## src/rtl/pc_redirect_unit_if.sv

```systemverilog
// rtl/pc_redirect_unit_if.sv - EX/fetch-side bundle for the PC redirect unit
//
// Purpose: groups the resolved-branch inputs, the fetch handshake and the
// PC/flush/monitor outputs of pc_redirect_unit into one bundle.
// Ports (per signal):
//   br_valid_i, is_branch_taken_i, is_jump_i, target_i : resolved outcome from EX
//   if_ready_i, stall_i                                : fetch accept / hazard stall
//   pc_o, pc_valid_o                                   : fetch request
//   flush_o, misaligned_o                              : IF/ID kill, bad-target pulse
//   redirect_count_o                                   : wrapping count of redirects
// Modports: master drives the inputs (EX/fetch side), slave is the unit.
interface pc_redirect_unit_if #(
  parameter int XLEN = 32
);
  logic            br_valid_i;
  logic            is_branch_taken_i;
  logic            is_jump_i;
  logic [XLEN-1:0] target_i;
  logic            if_ready_i;
  logic            stall_i;
  logic [XLEN-1:0] pc_o;
  logic            pc_valid_o;
  logic            flush_o;
  logic            misaligned_o;
  logic [15:0]     redirect_count_o;

  modport master (
    output br_valid_i, is_branch_taken_i, is_jump_i, target_i, if_ready_i, stall_i,
    input  pc_o, pc_valid_o, flush_o, misaligned_o, redirect_count_o
  );

  modport slave (
    input  br_valid_i, is_branch_taken_i, is_jump_i, target_i, if_ready_i, stall_i,
    output pc_o, pc_valid_o, flush_o, misaligned_o, redirect_count_o
  );
endinterface

```

## src/rtl/pc_redirect_unit.sv

```systemverilog
// rtl/pc_redirect_unit.sv - fetch PC owner with branch redirect and IF/ID flush
//
// Purpose: holds the fetch PC, advances it by 4 on an accepted fetch, and on
// a taken branch/jump from EX loads the target and kills IF/ID for
// FLUSH_CYCLES cycles. Counts accepted redirects (wrapping, 16 bit).
// Ports:
//   clk_i  : clock, rising edge
//   rst_ni : asynchronous active-low reset
//   bus    : pc_redirect_unit_if slave modport (see interface file)
// All outputs come straight from flops.
module pc_redirect_unit #(
  parameter int              XLEN         = 32,
  parameter logic [XLEN-1:0] RESET_PC     = '0,
  parameter int              FLUSH_CYCLES = 2
) (
  input  logic              clk_i,
  input  logic              rst_ni,
  pc_redirect_unit_if.slave bus
);

  typedef enum logic [1:0] {
    BOOT  = 2'd0,
    RUN   = 2'd1,
    FLUSH = 2'd2
  } state_t;

  localparam logic [3:0] FLUSH_INIT = 4'(FLUSH_CYCLES - 1);

  state_t          state_q, state_d;
  logic [XLEN-1:0] pc_q, pc_d;
  logic [3:0]      fcnt_q, fcnt_d;
  logic [15:0]     redir_cnt_q, redir_cnt_d;
  logic            pc_valid_q, pc_valid_d;
  logic            flush_q, flush_d;
  logic            misaligned_q, misaligned_d;

  logic req;
  logic aligned;

  assign req     = bus.br_valid_i & (bus.is_branch_taken_i | bus.is_jump_i);
  assign aligned = (bus.target_i[1:0] == 2'b00);

  // Output flops are loaded with the value that matches the state being
  // entered, so pc_valid_o/flush_o are registered yet line up with state_q.
  always_comb begin
    state_d      = state_q;
    pc_d         = pc_q;
    fcnt_d       = fcnt_q;
    redir_cnt_d  = redir_cnt_q;
    pc_valid_d   = 1'b0;
    flush_d      = 1'b0;
    misaligned_d = 1'b0;
    case (state_q)
      BOOT: begin
        state_d    = RUN;
        pc_valid_d = 1'b1;
      end
      RUN: begin
        if (req && aligned) begin
          // Redirect wins over stall and ignores the fetch handshake.
          state_d     = FLUSH;
          pc_d        = bus.target_i;
          fcnt_d      = FLUSH_INIT;
          redir_cnt_d = redir_cnt_q + 16'd1;
          flush_d     = 1'b1;
        end else begin
          pc_valid_d   = 1'b1;
          // A misaligned target is reported but otherwise behaves like no request.
          misaligned_d = req;
          if (bus.if_ready_i && !bus.stall_i) begin
            pc_d = pc_q + XLEN'(4);
          end
        end
      end
      FLUSH: begin
        // Anything EX presents here is wrong-path and is dropped.
        if (fcnt_q == 4'd0) begin
          state_d    = RUN;
          pc_valid_d = 1'b1;
        end else begin
          fcnt_d  = fcnt_q - 4'd1;
          flush_d = 1'b1;
        end
      end
      default: begin
        state_d = BOOT;
      end
    endcase
  end

  always_ff @(posedge clk_i or negedge rst_ni) begin
    if (!rst_ni) begin
      state_q      <= BOOT;
      pc_q         <= RESET_PC;
      fcnt_q       <= 4'd0;
      redir_cnt_q  <= 16'd0;
      pc_valid_q   <= 1'b0;
      flush_q      <= 1'b0;
      misaligned_q <= 1'b0;
    end else begin
      state_q      <= state_d;
      pc_q         <= pc_d;
      fcnt_q       <= fcnt_d;
      redir_cnt_q  <= redir_cnt_d;
      pc_valid_q   <= pc_valid_d;
      flush_q      <= flush_d;
      misaligned_q <= misaligned_d;
    end
  end

  assign bus.pc_o             = pc_q;
  assign bus.pc_valid_o       = pc_valid_q;
  assign bus.flush_o          = flush_q;
  assign bus.misaligned_o     = misaligned_q;
  assign bus.redirect_count_o = redir_cnt_q;

endmodule

```

## src/flat_wrapper.sv

```systemverilog
// flat-port wrapper written by rule: the top's interface ports become plain ports
module pc_redirect_unit_flat 
#(
  parameter int              XLEN         = 32,
  parameter logic [XLEN-1:0] RESET_PC     = '0,
  parameter int              FLUSH_CYCLES = 2
)
  (clk_i, rst_ni, bus_br_valid_i, bus_is_branch_taken_i, bus_is_jump_i, bus_target_i, bus_if_ready_i, bus_stall_i, bus_pc_o, bus_pc_valid_o, bus_flush_o, bus_misaligned_o, bus_redirect_count_o);
  pc_redirect_unit_if #(.XLEN(XLEN)) bus_i ();
  input  logic clk_i;
  input  logic rst_ni;
  input wire logic [$bits(bus_i.br_valid_i)-1:0] bus_br_valid_i;
  input wire logic [$bits(bus_i.is_branch_taken_i)-1:0] bus_is_branch_taken_i;
  input wire logic [$bits(bus_i.is_jump_i)-1:0] bus_is_jump_i;
  input wire logic [$bits(bus_i.target_i)-1:0] bus_target_i;
  input wire logic [$bits(bus_i.if_ready_i)-1:0] bus_if_ready_i;
  input wire logic [$bits(bus_i.stall_i)-1:0] bus_stall_i;
  output wire logic [$bits(bus_i.pc_o)-1:0] bus_pc_o;
  output wire logic [$bits(bus_i.pc_valid_o)-1:0] bus_pc_valid_o;
  output wire logic [$bits(bus_i.flush_o)-1:0] bus_flush_o;
  output wire logic [$bits(bus_i.misaligned_o)-1:0] bus_misaligned_o;
  output wire logic [$bits(bus_i.redirect_count_o)-1:0] bus_redirect_count_o;
  assign bus_i.br_valid_i = bus_br_valid_i;
  assign bus_i.is_branch_taken_i = bus_is_branch_taken_i;
  assign bus_i.is_jump_i = bus_is_jump_i;
  assign bus_i.target_i = bus_target_i;
  assign bus_i.if_ready_i = bus_if_ready_i;
  assign bus_i.stall_i = bus_stall_i;
  assign bus_pc_o = bus_i.pc_o;
  assign bus_pc_valid_o = bus_i.pc_valid_o;
  assign bus_flush_o = bus_i.flush_o;
  assign bus_misaligned_o = bus_i.misaligned_o;
  assign bus_redirect_count_o = bus_i.redirect_count_o;
  pc_redirect_unit #(.XLEN(XLEN), .RESET_PC(RESET_PC), .FLUSH_CYCLES(FLUSH_CYCLES)) u_core (.clk_i(clk_i), .rst_ni(rst_ni), .bus(bus_i));
endmodule
```

## config.mk

```make
export PLATFORM = sky130hd
export DESIGN_NAME = pc_redirect_unit_flat
export DESIGN_NICKNAME = d
export VERILOG_FILES = /design/src/rtl/pc_redirect_unit_if.sv /design/src/rtl/pc_redirect_unit.sv /design/src/flat_wrapper.sv
export SDC_FILE = /design/constraint.sdc
export NUM_CORES = 1
export LEC_CHECK = 0
export BUFFER_PORTS_ARGS = -buffer_cell sky130_fd_sc_hd__buf_4
export CAP_MARGIN = 20
export CELL_PAD_IN_SITES_DETAIL_PLACEMENT = 0
export CELL_PAD_IN_SITES_GLOBAL_PLACEMENT = 2
export CORE_UTILIZATION = 31
export CTS_CLUSTER_DIAMETER = 150
export DETAILED_ROUTE_END_ITERATION = 10
export PLACE_DENSITY_LB_ADDON = 0.1
export SKIP_CTS_REPAIR_TIMING = 1
export SYNTH_ARGS = -nofsm -noshare
export SYNTH_HDL_FRONTEND = slang
export SYNTH_SLANG_ARGS = --single-unit
```

## constraint.sdc

```tcl
create_clock -name clk_i -period 2.5 [get_ports clk_i]
set_input_delay 0.5 -clock clk_i [delete_from_list [all_inputs] [get_ports clk_i]]
set_output_delay 0.5 -clock clk_i [all_outputs]
set_load 0.02 [all_outputs]
```

==> implementation parameters, run 1 <==
Parameter                              Value

Drt
  Initial detailed-routing violation count ... 114
  DR pass1 iterations ... 4
  Via count ... 3049
  Met1 wire length ... 4912 um
  Total DRC errors in the routed layout ... 0
  Amount of wire on met3 after detailed routing ... 372 um
  Vias per inst ... 5.133
  Wire length after detailed routing ... 9616 um
  Residual antenna-violating net count after detailed routing ... 0
  Met2 routed WL ... 4234 um
  Drt wl/cell ... 16.19 um
  Highest layer used for signal routing ... met4

Finish
  Antenna diode instance count ... 0
  Fraction of final layout cells with drive strength greater than 1 ... 30.13%
  Final Net Count ... 501
  Area added between synthesis and finish ... 32.91%
  Post-route cell area ... 4340 um2
  Final core utilization ... 42.23%

Timing
  Setup TNS Final ... 0 ps
  Slew margin rel. ... 47.80%
  Maximum achievable frequency ... 467.4 MHz
  Setup-violating endpoint count in the final report ... 0
  Share of the clock period used by the worst path after layout ... 85.58%
  Layout Skew ... 14.07 ps
  Final-report hold violation count ... 0
  Max Transition Viols Final ... 0
  Worst-Margin Slew ... 783.0 ps
  RSZ-0062 raised after global routing ... no
  Time the worst path needs with I/O delays and setup ... 2139 ps

Critical path
  Crit path max fanout ... 6
  Data arrival time of the worst path ... 2360 ps
  FF-to-FF setup slack ... 360 ps
  Req. time, crit path ... 2720 ps
  Type of the worst setup path ... register to register
  Sort of element at the start of the critical path ... register
  Worst reg2reg path startpoint ... u_core.bus.pc_o[4]
  CP endpoint kind ... register
  Reg-to-Reg End ... u_core.bus.pc_o[31]
  Depth of the most critical reg-to-reg path ... 5

Synth
  Main combinational cell family by area after synthesis ... simple AND/OR/NAND/NOR gates
  Post-synth ARST share ... 100.0%
  Unique masters post-synth ... 56
  Synth Area in Compound Gates ... 17.74%
  Avg Inst Size Synth ... 9.251 um2
  Number of cells produced by synthesis ... 353
  Cell accounting for the most synthesized area ... sky130_fd_sc_hd__dfrtp_1
  Post-synthesis share of cell area spent on and, or, nand and nor gates ... 25.25%
  Net count after synthesis ... 401
  Mux cell area share after synthesis ... 1.877%
  Number of flops mapped to enable cells by yosys ... 0
  Register bit total from synthesis ... 57
  Synth warnings ... 0
  Synth top area share ... 43.68%
  Sequential cell area fraction in the yosys report ... 43.68%
  Most area-consuming cells after synthesis ... sky130_fd_sc_hd__dfrtp_1 (44%), sky130_fd_sc_hd__nand2_1 (4.3%), sky130_fd_sc_hd__ha_1 (3.4%)
  Primary FF master, synth ... sky130_fd_sc_hd__dfrtp_1
  Summed instance area of the synthesized netlist ... 3266 um2
  Adder-cell area share of the yosys netlist ... 3.448%
  Fraction of synthesized cell area in xor and xnor cells ... 4.023%

Floorplan
  Die Ht ... 104.6 um
  Number of cell rows ... 37
  Floorplan die area ... 10950 um2
  Starting Density ... 31.78%
  Number of top-level design ports ... 90
  Die X-Extent ... 104.6 um
  Core box area ... 10280 um2

Run
  Reported max-cap violation count ... 0

Placement
  HPWL after detailed placement ... 6833 um
  Number of buffers inserted by port buffering ... 89
  GPL Wtd Cong ... 0.7404
  Placed inst area ... 4139 um2

Clock network
  CTS Buf Count ... 9
  Clk Latency, worst-skew pair ... 340 ps
  Clock-pin transition on the worst setup and hold timing paths ... 80 ps
  CTS HTree Levels ... 3
  CTS Root Buffer Type ... sky130_fd_sc_hd__clkbuf_8
  Clock buffer depth ... 2
  Total clock sinks ... 57
  Clock tree from TritonCTS ... yes

Power
  Worst ir drop on vdd ... 0.0003424 V
  Leakage Power ... 0.001991 uW
  Power per standard cell area ... 933.3 nW/um2

Global routing
  Via count of the first global-routing pass ... 2971
  Number of antenna violations at the first check in global routing ... 0
  Global-route total usage across every layer ... 18.18%
  First-pass GRT wire length ... 15610 um
  Gr ovfl total ... 0
  Pin count of the biggest net entering global routing ... 58

Min path
  Kind of path behind the tightest hold check ... primary input to asynchronous set/reset pin

Outcome
  Status ... finished, final reports clean
[layout make-up]
class,instances,area [um2]
clock buffers,9,123.9
clock inverters,7,70.07
fillers,1074,5937
inverters,10,37.54
multi-input cells,268,1709
flip-flops and latches,57,1426
well taps,136,170.2
repair buffers,107,803.3
[Yosys cell counts, types with 3 or more instances]
cell type	n
sky130_fd_sc_hd__nand4_1	11
sky130_fd_sc_hd__or3_1	5
sky130_fd_sc_hd__or2_2	4
sky130_fd_sc_hd__nand2_1	37
sky130_fd_sc_hd__dfrtp_1	57
sky130_fd_sc_hd__xor2_1	4
sky130_fd_sc_hd__a21o_1	3
sky130_fd_sc_hd__and3_1	6
sky130_fd_sc_hd__buf_6	3
sky130_fd_sc_hd__clkbuf_1	13
sky130_fd_sc_hd__o21ai_0	11
sky130_fd_sc_hd__a31oi_1	5
sky130_fd_sc_hd__and2_1	8
sky130_fd_sc_hd__ha_1	9
sky130_fd_sc_hd__inv_1	10
sky130_fd_sc_hd__and4_1	6
sky130_fd_sc_hd__o22a_1	7
sky130_fd_sc_hd__nand3b_1	3
sky130_fd_sc_hd__nor2_1	27
sky130_fd_sc_hd__nor4_1	5
sky130_fd_sc_hd__o22ai_1	9
sky130_fd_sc_hd__nor3_1	10
sky130_fd_sc_hd__nand3_1	15
sky130_fd_sc_hd__xnor2_1	11
sky130_fd_sc_hd__a21oi_1	22
sky130_fd_sc_hd__a311oi_1	3
sky130_fd_sc_hd__mux2i_1	5
sky130_fd_sc_hd__nand2b_1	4
sky130_fd_sc_hd__a211oi_1	4
[where the power goes]
| group | total (uW) | internal (uW) | switching, uW |
|---|---|---|---|
| clock network | 875 | 460 | 415 |
| registers | 1540 | 1180 | 351 |
| logic | 1640 | 747 | 894 |
[state kept, by name, summed over array words and instances, names as in the netlist]
register                     cells
u_core.bus.misaligned_o          1
u_core.fcnt_q                    4
u_core.state_q                   2
u_core.bus.flush_o               1
u_core.bus.pc_valid_o            1
u_core.bus.redirect_count_o     16
u_core.bus.pc_o                 32
[worst max-delay path, stage by stage (launching register included)]
cell                       delay [ps]
sky130_fd_sc_hd__dfrtp_1          440
sky130_fd_sc_hd__nand3_1          210
sky130_fd_sc_hd__or3_1            580
sky130_fd_sc_hd__or4_4            610
sky130_fd_sc_hd__nand3_2           90
sky130_fd_sc_hd__o211ai_2          90
[layer usage]
metal | vias to the layer above | GRT usage [%]
met4 | 0 | 5.030
met3 | 9 | 3.993
met2 | 66 | 27.34
met1 | 1474 | 26.13
li1 | 1500 | -
met5 | - | 0
[cells by family (layout without fill, tap and decap cells)]
| group | Yosys count | count (layout) |
|---|---|---|
| AND/OR/NAND/NOR | 152 | 152 |
| AO/OA/AOI/OAI | 86 | 86 |
| flip-flops | 57 | 57 |
| buffers and inverters | 28 | 133 |
| XOR/XNOR | 15 | 15 |
| adder cells (fa/ha/maj) | 9 | 9 |
| multiplexers | 6 | 6 |
[placed cells by master, fill, tap and decap left out, drive strengths merged, types with 3 or more instances in the layout]
cell,count
a211oi,4
a21o,3
a21oi,22
a311oi,3
a31oi,5
and2,8
and3,7
and4,6
buf,107
clkbuf,9
clkinv,4
dfrtp,57
ha,9
inv,11
mux2i,5
nand2,37
nand2b,4
nand3,17
nand3b,3
nand4,11
nor2,27
nor3,11
nor4,6
o21ai,13
o22a,7
o22ai,9
or2,4
or3,5
xnor2,11
xor2,4
[how the worst max path moves through the flow]
stage	startpoint	to	slack, ps	depth (start not counted)
final	u_core.bus.pc_o[4]	u_core.bus.pc_o[31]	360	5
after detailed placement	bus_is_jump_i	u_core.bus.pc_o[8]	-10	7
after global routing	u_core.state_q[1]	u_core.bus.redirect_count_o[15]	130	8
after CTS	u_core.state_q[0]	u_core.bus.pc_o[12]	50	7
after floorplan	u_core.bus.pc_o[4]	u_core.bus.pc_o[31]	460	6
after global placement	bus_is_jump_i	u_core.bus.pc_o[12]	50	7
[stage by stage]
stage	cells	total power (uW)	worst slack [ps]	hold slack, ps
2_1_floorplan	353	2424	460.9	204.4
3_3_place_gp	577	3173	45.75	459.2
3_5_place_dp	577	3196	-9.605	463.0
4_1_cts	593	4088	51.22	259.0
5_1_grt	594	4325	126.7	288.1
6_report	594	4051	360.6	239.5
Power figures use the tool's default switching activity.
==> inputs of run 2 (changes only) <==
--- a/config.mk
+++ b/config.mk
@@ -9,10 +9,12 @@
 export CAP_MARGIN = 20
 export CELL_PAD_IN_SITES_DETAIL_PLACEMENT = 0
 export CELL_PAD_IN_SITES_GLOBAL_PLACEMENT = 2
+export CORE_ASPECT_RATIO = 0.9
 export CORE_UTILIZATION = 31
 export CTS_CLUSTER_DIAMETER = 150
 export DETAILED_ROUTE_END_ITERATION = 10
 export PLACE_DENSITY_LB_ADDON = 0.1
+export RECOVER_POWER = 100
 export SKIP_CTS_REPAIR_TIMING = 1
 export SYNTH_ARGS = -nofsm -noshare
 export SYNTH_HDL_FRONTEND = slang
==> constraint.sdc (replaced) <==
create_clock -name clk_i -period 2.35 [get_ports clk_i]
set_input_delay 0.47 -clock clk_i [delete_from_list [all_inputs] [get_ports clk_i]]
set_output_delay 0.47 -clock clk_i [all_outputs]
set_load 0.02 [all_outputs]
==> implementation parameters, run 2 (same netlist as run 1, synthesis figures left out) <==
Parameter                              Value

Power
  Internal power ... 2627 uW
  Worst ir drop on vdd ... 0.0004943 V
  Fraction of power consumed by the clock network ... 27.6%
  Switching power summed over all nets ... 1755 uW
  Power per standard cell area ... 1032 nW/um2
  Leakage Power ... 0.001850 uW
  Portion of total power attributed to combinational logic ... 35.9%
  Proportion of power drawn by flip-flops and latches ... 36.4%
  Switching Fraction ... 40.05%

Placement
  HPWL after detailed placement ... 7140 um
  Number of buffers inserted by port buffering ... 89
  Placed instance count ... 574
  GPL Wtd Cong ... 0.7865

Timing
  Share of the clock period used by the worst path after layout ... 91.17%
  Setup TNS Final ... 0 ps
  Layout Skew ... 6.149 ps
  Setup-violating endpoint count in the final report ... 0
  Worst-Margin Slew ... 1519 ps
  Final-report hold violation count ... 0
  Time the worst path needs with I/O delays and setup ... 2142 ps
  Slew margin rel. ... -1.252%
  Maximum achievable frequency ... 466.8 MHz
  Max Transition Viols Final ... 58
  RSZ-0062 raised after global routing ... no

Drt
  Residual antenna-violating net count after detailed routing ... 0
  DR pass1 iterations ... 4
  Via count ... 3032
  Total DRC errors in the routed layout ... 0
  Wire length after detailed routing ... 9911 um
  Drt wl/cell ... 16.80 um
  Vias per inst ... 5.139
  Initial detailed-routing violation count ... 142

Finish
  Area added between synthesis and finish ... 29.96%
  Antenna diode instance count ... 0
  Flip-flop count of the largest register after layout ... 32
  Highest-count cells in the layout ignoring fill and taps ... sky130_fd_sc_hd__dfrtp_1 (57), sky130_fd_sc_hd__clkbuf_1 (53), sky130_fd_sc_hd__buf_4 (52), sky130_fd_sc_hd__nand2_1 (37), sky130_fd_sc_hd__nor2_1 (27)
  Final Net Count ... 504
  Commonest non-fill, non-tap cell in the layout ... sky130_fd_sc_hd__dfrtp_1
  Non-filler instance count after layout ... 590
  Fraction of final layout cells with drive strength greater than 1 ... 18.87%
  Total of fill cells in the finished design ... 1087

Clock network
  Total clock sinks ... 57
  Clk Latency, worst-skew pair ... 320 ps
  Clock tree from TritonCTS ... yes
  Clock-pin transition on the worst setup and hold timing paths ... 50 ps
  CTS HTree Levels ... 3
  CTS Buf Count ... 9
  Clock buffer depth ... 2
  CTS Root Buffer Type ... sky130_fd_sc_hd__clkbuf_16

Critical path
  Type of the worst setup path ... register to register
  Depth of the most critical reg-to-reg path ... 5
  Crit path max fanout ... 8
  Req. time, crit path ... 2550 ps
  CP endpoint kind ... register
  Maximum single-stage delay on the critical path ... 620 ps
  Most common cell on crit path ... sky130_fd_sc_hd__nand3_2
  FF-to-FF setup slack ... 210 ps
  Data arrival time of the worst path ... 2340 ps
  Slowest library cell on the worst path ... sky130_fd_sc_hd__or4_4
  List of cells traversed by the critical path ... nand3_2 -> or3_1 -> or4_4 -> nand3_2 -> o211ai_2
  Sort of element at the start of the critical path ... register

Global routing
  Global-route total usage across every layer ... 19.50%
  Pin count of the biggest net entering global routing ... 58
  Number of antenna violations at the first check in global routing ... 0
  Gr ovfl total ... 0
  First-pass GRT wire length ... 16150 um
  Via count of the first global-routing pass ... 3064

Floorplan
  Die Ht ... 99.37 um
  Number of top-level design ports ... 90
  Floorplan die area ... 10950 um2
  Number of cell rows ... 35
  Starting Density ... 31.87%
  Die X-Extent ... 110.2 um
  Core box area ... 10250 um2

Run
  Reported max-cap violation count ... 1

Min path
  Hold Crit Depth ... 3
  Kind of path behind the tightest hold check ... primary input to register

Outcome
  Status ... complete, but fails checks
  Failing checks ... capacitance limit, slew limit
## run 2: cell count changes in the layout (fill, tap and decap cells not counted), moves of 2 or more
| cell | previous run | this run |
|---|---|---|
| sky130_fd_sc_hd__and2_0 | 0 | 2 |
| sky130_fd_sc_hd__clkbuf_8 | 9 | 2 |
| sky130_fd_sc_hd__buf_4 | 107 | 52 |
| sky130_fd_sc_hd__clkbuf_1 | 0 | 53 |
| sky130_fd_sc_hd__clkbuf_16 | 0 | 9 |
| sky130_fd_sc_hd__o21ai_1 | 2 | 0 |
| sky130_fd_sc_hd__o21ai_0 | 11 | 13 |
| sky130_fd_sc_hd__clkbuf_2 | 0 | 5 |
| sky130_fd_sc_hd__and2_1 | 8 | 6 |
## run 2: metrics by stage
step | worst slack (ps) | util, % | total power (uW) | area, um2 | hold slack, ps
floorplan | 310.9 | - | 2579 | 3266 | 174.4
CTS | 190.1 | 43.41 | 4654 | 4448 | 263.7
global route | 53.26 | 41.42 | 4691 | 4244 | 382.8
detailed placement | 183.1 | 40.72 | 3408 | 4173 | 464.7
global placement | 222.7 | 40.72 | 3392 | 4173 | 464.0
finish | 207.5 | 41.42 | 4381 | 4244 | 376.4
## run 2: path summary, 6_finish.rpt
| kind | start | end |
|---|---|---|
| worst max-delay path | u_core.bus.pc_o[7] | u_core.bus.pc_o[31] |
| worst min-delay path | bus_target_i[31] | u_core.bus.pc_o[31] |
| worst max register to register | u_core.bus.pc_o[7] | u_core.bus.pc_o[31] |
| worst min register to register | u_core.bus.redirect_count_o[15] | u_core.bus.redirect_count_o[15] |
| max in group asynchronous | rst_ni | u_core.fcnt_q[2] |
| min in group asynchronous | rst_ni | u_core.bus.pc_o[18] |
## run 2: power by group through the flow
stage | clock (uW) | sequential, uW | combinational [uW]
3_5_place_dp | 0 | 1610 | 1800
6_report | 1210 | 1600 | 1570
3_3_place_gp | 0 | 1610 | 1780
2_1_floorplan | 0 | 1850 | 728
5_1_grt | 1290 | 1650 | 1750
4_1_cts | 1250 | 1600 | 1810
## run 2: cell type report
| type | count | area [um2] | share of cell area (%) |
|---|---|---|---|
| clock buffers | 13 | 260.3 | 6.132 |
| flip-flops and latches | 57 | 1426 | 33.61 |
| well taps | 129 | 161.4 | 3.803 |
| multi-input cells | 268 | 1709 | 40.27 |
| repair buffers | 110 | 634.4 | 14.95 |
| clock inverters | 3 | 15.01 | 0.3538 |
| inverters | 10 | 37.54 | 0.8844 |
## run 2: worst max-delay path: cells and delay by family, from the launching register on
| family | cells | cell delay (ps) |
|---|---|---|
| DFF | 1 | 480 |
| AOI/OAI and AO/OA | 1 | 90 |
| and+or+nand+nor | 4 | 1450 |
## run 2: layer usage
metal / track usage [%] / vias up / wire length (um)
met1: 27.69 / 1443 / 4907
met3: 4.260 / 12 / 507
li1: - / 1508 / -
met2: 28.80 / 69 / 4311
met5: 0 / - / 0
met4: 7.389 / 0 / 184
==> inputs of run 3 (changes only) <==
==> constraint.sdc (replaced) <==
create_clock -name clk_i -period 2.4 [get_ports clk_i]
set_input_delay 0.48 -clock clk_i [delete_from_list [all_inputs] [get_ports clk_i]]
set_output_delay 0.48 -clock clk_i [all_outputs]
set_load 0.02 [all_outputs]
==> implementation parameters, run 3 (same netlist as run 1, synthesis figures left out) <==
Parameter                              Value

Critical path
  Sort of element at the start of the critical path ... register
  CP endpoint kind ... register
  Data arrival time of the worst path ... 2410 ps
  Type of the worst setup path ... register to register
  Maximum single-stage delay on the critical path ... 640 ps
  List of cells traversed by the critical path ... nand3_2 -> or3_1 -> or4_1 -> nand3_2 -> o211ai_2
  Crit path max fanout ... 8
  Req. time, crit path ... 2590 ps
  Most common cell on crit path ... sky130_fd_sc_hd__nand3_2
  Slowest library cell on the worst path ... sky130_fd_sc_hd__or4_1

Power
  Proportion of power drawn by flip-flops and latches ... 35.3%
  Worst ir drop on vdd ... 0.0005277 V
  Leakage Power ... 0.001870 uW
  Power per standard cell area ... 1033 nW/um2
  Internal power ... 2737 uW
  Switching Fraction ... 38.45%
  Fraction of power consumed by the clock network ... 29.5%
  Portion of total power attributed to combinational logic ... 35.1%
  Switching power summed over all nets ... 1710 uW

Timing
  Final-report hold violation count ... 0
  RSZ-0062 raised after global routing ... no
  Time the worst path needs with I/O delays and setup ... 2218 ps
  Maximum achievable frequency ... 450.8 MHz
  Max Transition Viols Final ... 57
  Worst-Margin Slew ... 1502 ps
  Worst hold slack after final layout ... 385.2 ps
  Final setup slack of the worst path ... 181.6 ps
  Layout Skew ... 7.738 ps
  Share of the clock period used by the worst path after layout ... 92.43%
  Setup-violating endpoint count in the final report ... 0
  Slew margin rel. ... -0.1507%

Outcome
  Failing checks ... capacitance limit, slew limit
  Status ... complete, but fails checks

Finish
  Final Net Count ... 506
  Commonest non-fill, non-tap cell in the layout ... sky130_fd_sc_hd__dfrtp_1
  Non-filler instance count after layout ... 592
  Total of fill cells in the finished design ... 1085
  Area added between synthesis and finish ... 31.84%
  Fraction of final layout cells with drive strength greater than 1 ... 18.57%
  Antenna diode instance count ... 0
  Highest-count cells in the layout ignoring fill and taps ... sky130_fd_sc_hd__dfrtp_1 (57), sky130_fd_sc_hd__clkbuf_1 (55), sky130_fd_sc_hd__buf_4 (52), sky130_fd_sc_hd__nand2_1 (37), sky130_fd_sc_hd__nor2_1 (27)
  Flip-flop count of the largest register after layout ... 32

Run
  Reported max-cap violation count ... 1

Clock network
  CTS HTree Levels ... 3
  Clock tree from TritonCTS ... yes
  Clock buffer depth ... 2
  CTS Buf Count ... 9
  Clock-pin transition on the worst setup and hold timing paths ... 50 ps
  CTS Root Buffer Type ... sky130_fd_sc_hd__clkbuf_16
  Total clock sinks ... 57
  Clk Latency, worst-skew pair ... 320 ps

Floorplan
  Starting Density ... 31.87%
  Number of top-level design ports ... 90
  Number of cell rows ... 35
  Die Ht ... 99.37 um
  Floorplan die area ... 10950 um2
  Core box area ... 10250 um2
  Die X-Extent ... 110.2 um

Global routing
  Global-route total usage across every layer ... 18.60%
  Pin count of the biggest net entering global routing ... 58
  Gr ovfl total ... 0
  Number of antenna violations at the first check in global routing ... 0
  Via count of the first global-routing pass ... 2903
  First-pass GRT wire length ... 15370 um

Drt
  Initial detailed-routing violation count ... 92
  Vias per inst ... 5.164
  Total DRC errors in the routed layout ... 0
  Via count ... 3057
  DR pass1 iterations ... 4
  Wire length after detailed routing ... 9719 um
  Drt wl/cell ... 16.42 um
  Residual antenna-violating net count after detailed routing ... 0

Placement
  GPL Wtd Cong ... 0.7769
  Number of buffers inserted by port buffering ... 89
  HPWL after detailed placement ... 6942 um
  Pre-CTS setup slack ... -93.69 ps
  Placed instance count ... 575

Min path
  Kind of path behind the tightest hold check ... primary input to register
run 3: cell count changes in the layout (fill, tap and decap cells not counted), sizes merged:
cell and delta:
clkbuf +1, buf +2, clkinv -2, bufinv +1
run 3: power by group through the flow:
stage / Sequential [uW] / Clock [uW] / Combinational (uW)
after floorplan: 1810 / 0 / 713
after global placement: 1580 / 0 / 1760
after detailed placement: 1580 / 0 / 1780
after CTS: 1570 / 1350 / 1780
after global routing: 1610 / 1390 / 1750
final: 1570 / 1310 / 1560
run 3: layout make-up:
type                    count  area (um2)  area share [%]
well taps                 129       161.4           3.749
clock inverters             2       35.03          0.8137
clock buffers              14       274.0           6.364
multi-input cells         268        1705           39.61
repair buffers            112       665.6           15.46
flip-flops and latches     57        1426           33.13
inverters                  10       37.54          0.8718
run 3: routing by layer:
layer	GRT usage [%]	share of wire, %
met5	0	0
met3	4.849	4.2
met4	4.555	0.86
met2	28.32	46
met1	26.25	49
run 3: worst paths after layout:
| path | start | to | slack (ps) | cells past startpoint |
|---|---|---|---|---|
| setup / recovery | u_core.bus.pc_o[7] | u_core.bus.pc_o[31] | 180 | 5 |
| hold / removal | bus_target_i[31] | u_core.bus.pc_o[31] | 390 | 3 |
| setup reg to reg | u_core.bus.pc_o[7] | u_core.bus.pc_o[31] | 180 | 5 |
| hold reg to reg | u_core.bus.redirect_count_o[15] | u_core.bus.redirect_count_o[15] | 470 | 1 |
| max in group asynchronous | rst_ni | u_core.bus.redirect_count_o[13] | 980 | 1 |
| min in group asynchronous | rst_ni | u_core.bus.pc_o[17] | 510 | 1 |
run 3: stage by stage:
step	instance area, um2	utilization (%)	total power, uW	TNS (ps)
4_1_cts	4502	43.93	4708	-124.0
3_5_place_dp	4193	40.92	3360	-224.6
6_report	4305	42.01	4447	0
3_3_place_gp	4193	40.92	3346	-172.1
2_1_floorplan	3266	-	2525	0
5_1_grt	4305	42.01	4755	0
run 3: worst max-delay path, delay by kind of cell, from the launching register on:
kind	cells	cell delay (ps)
compound gates	1	100
flops	1	500
simple gates	4	1490
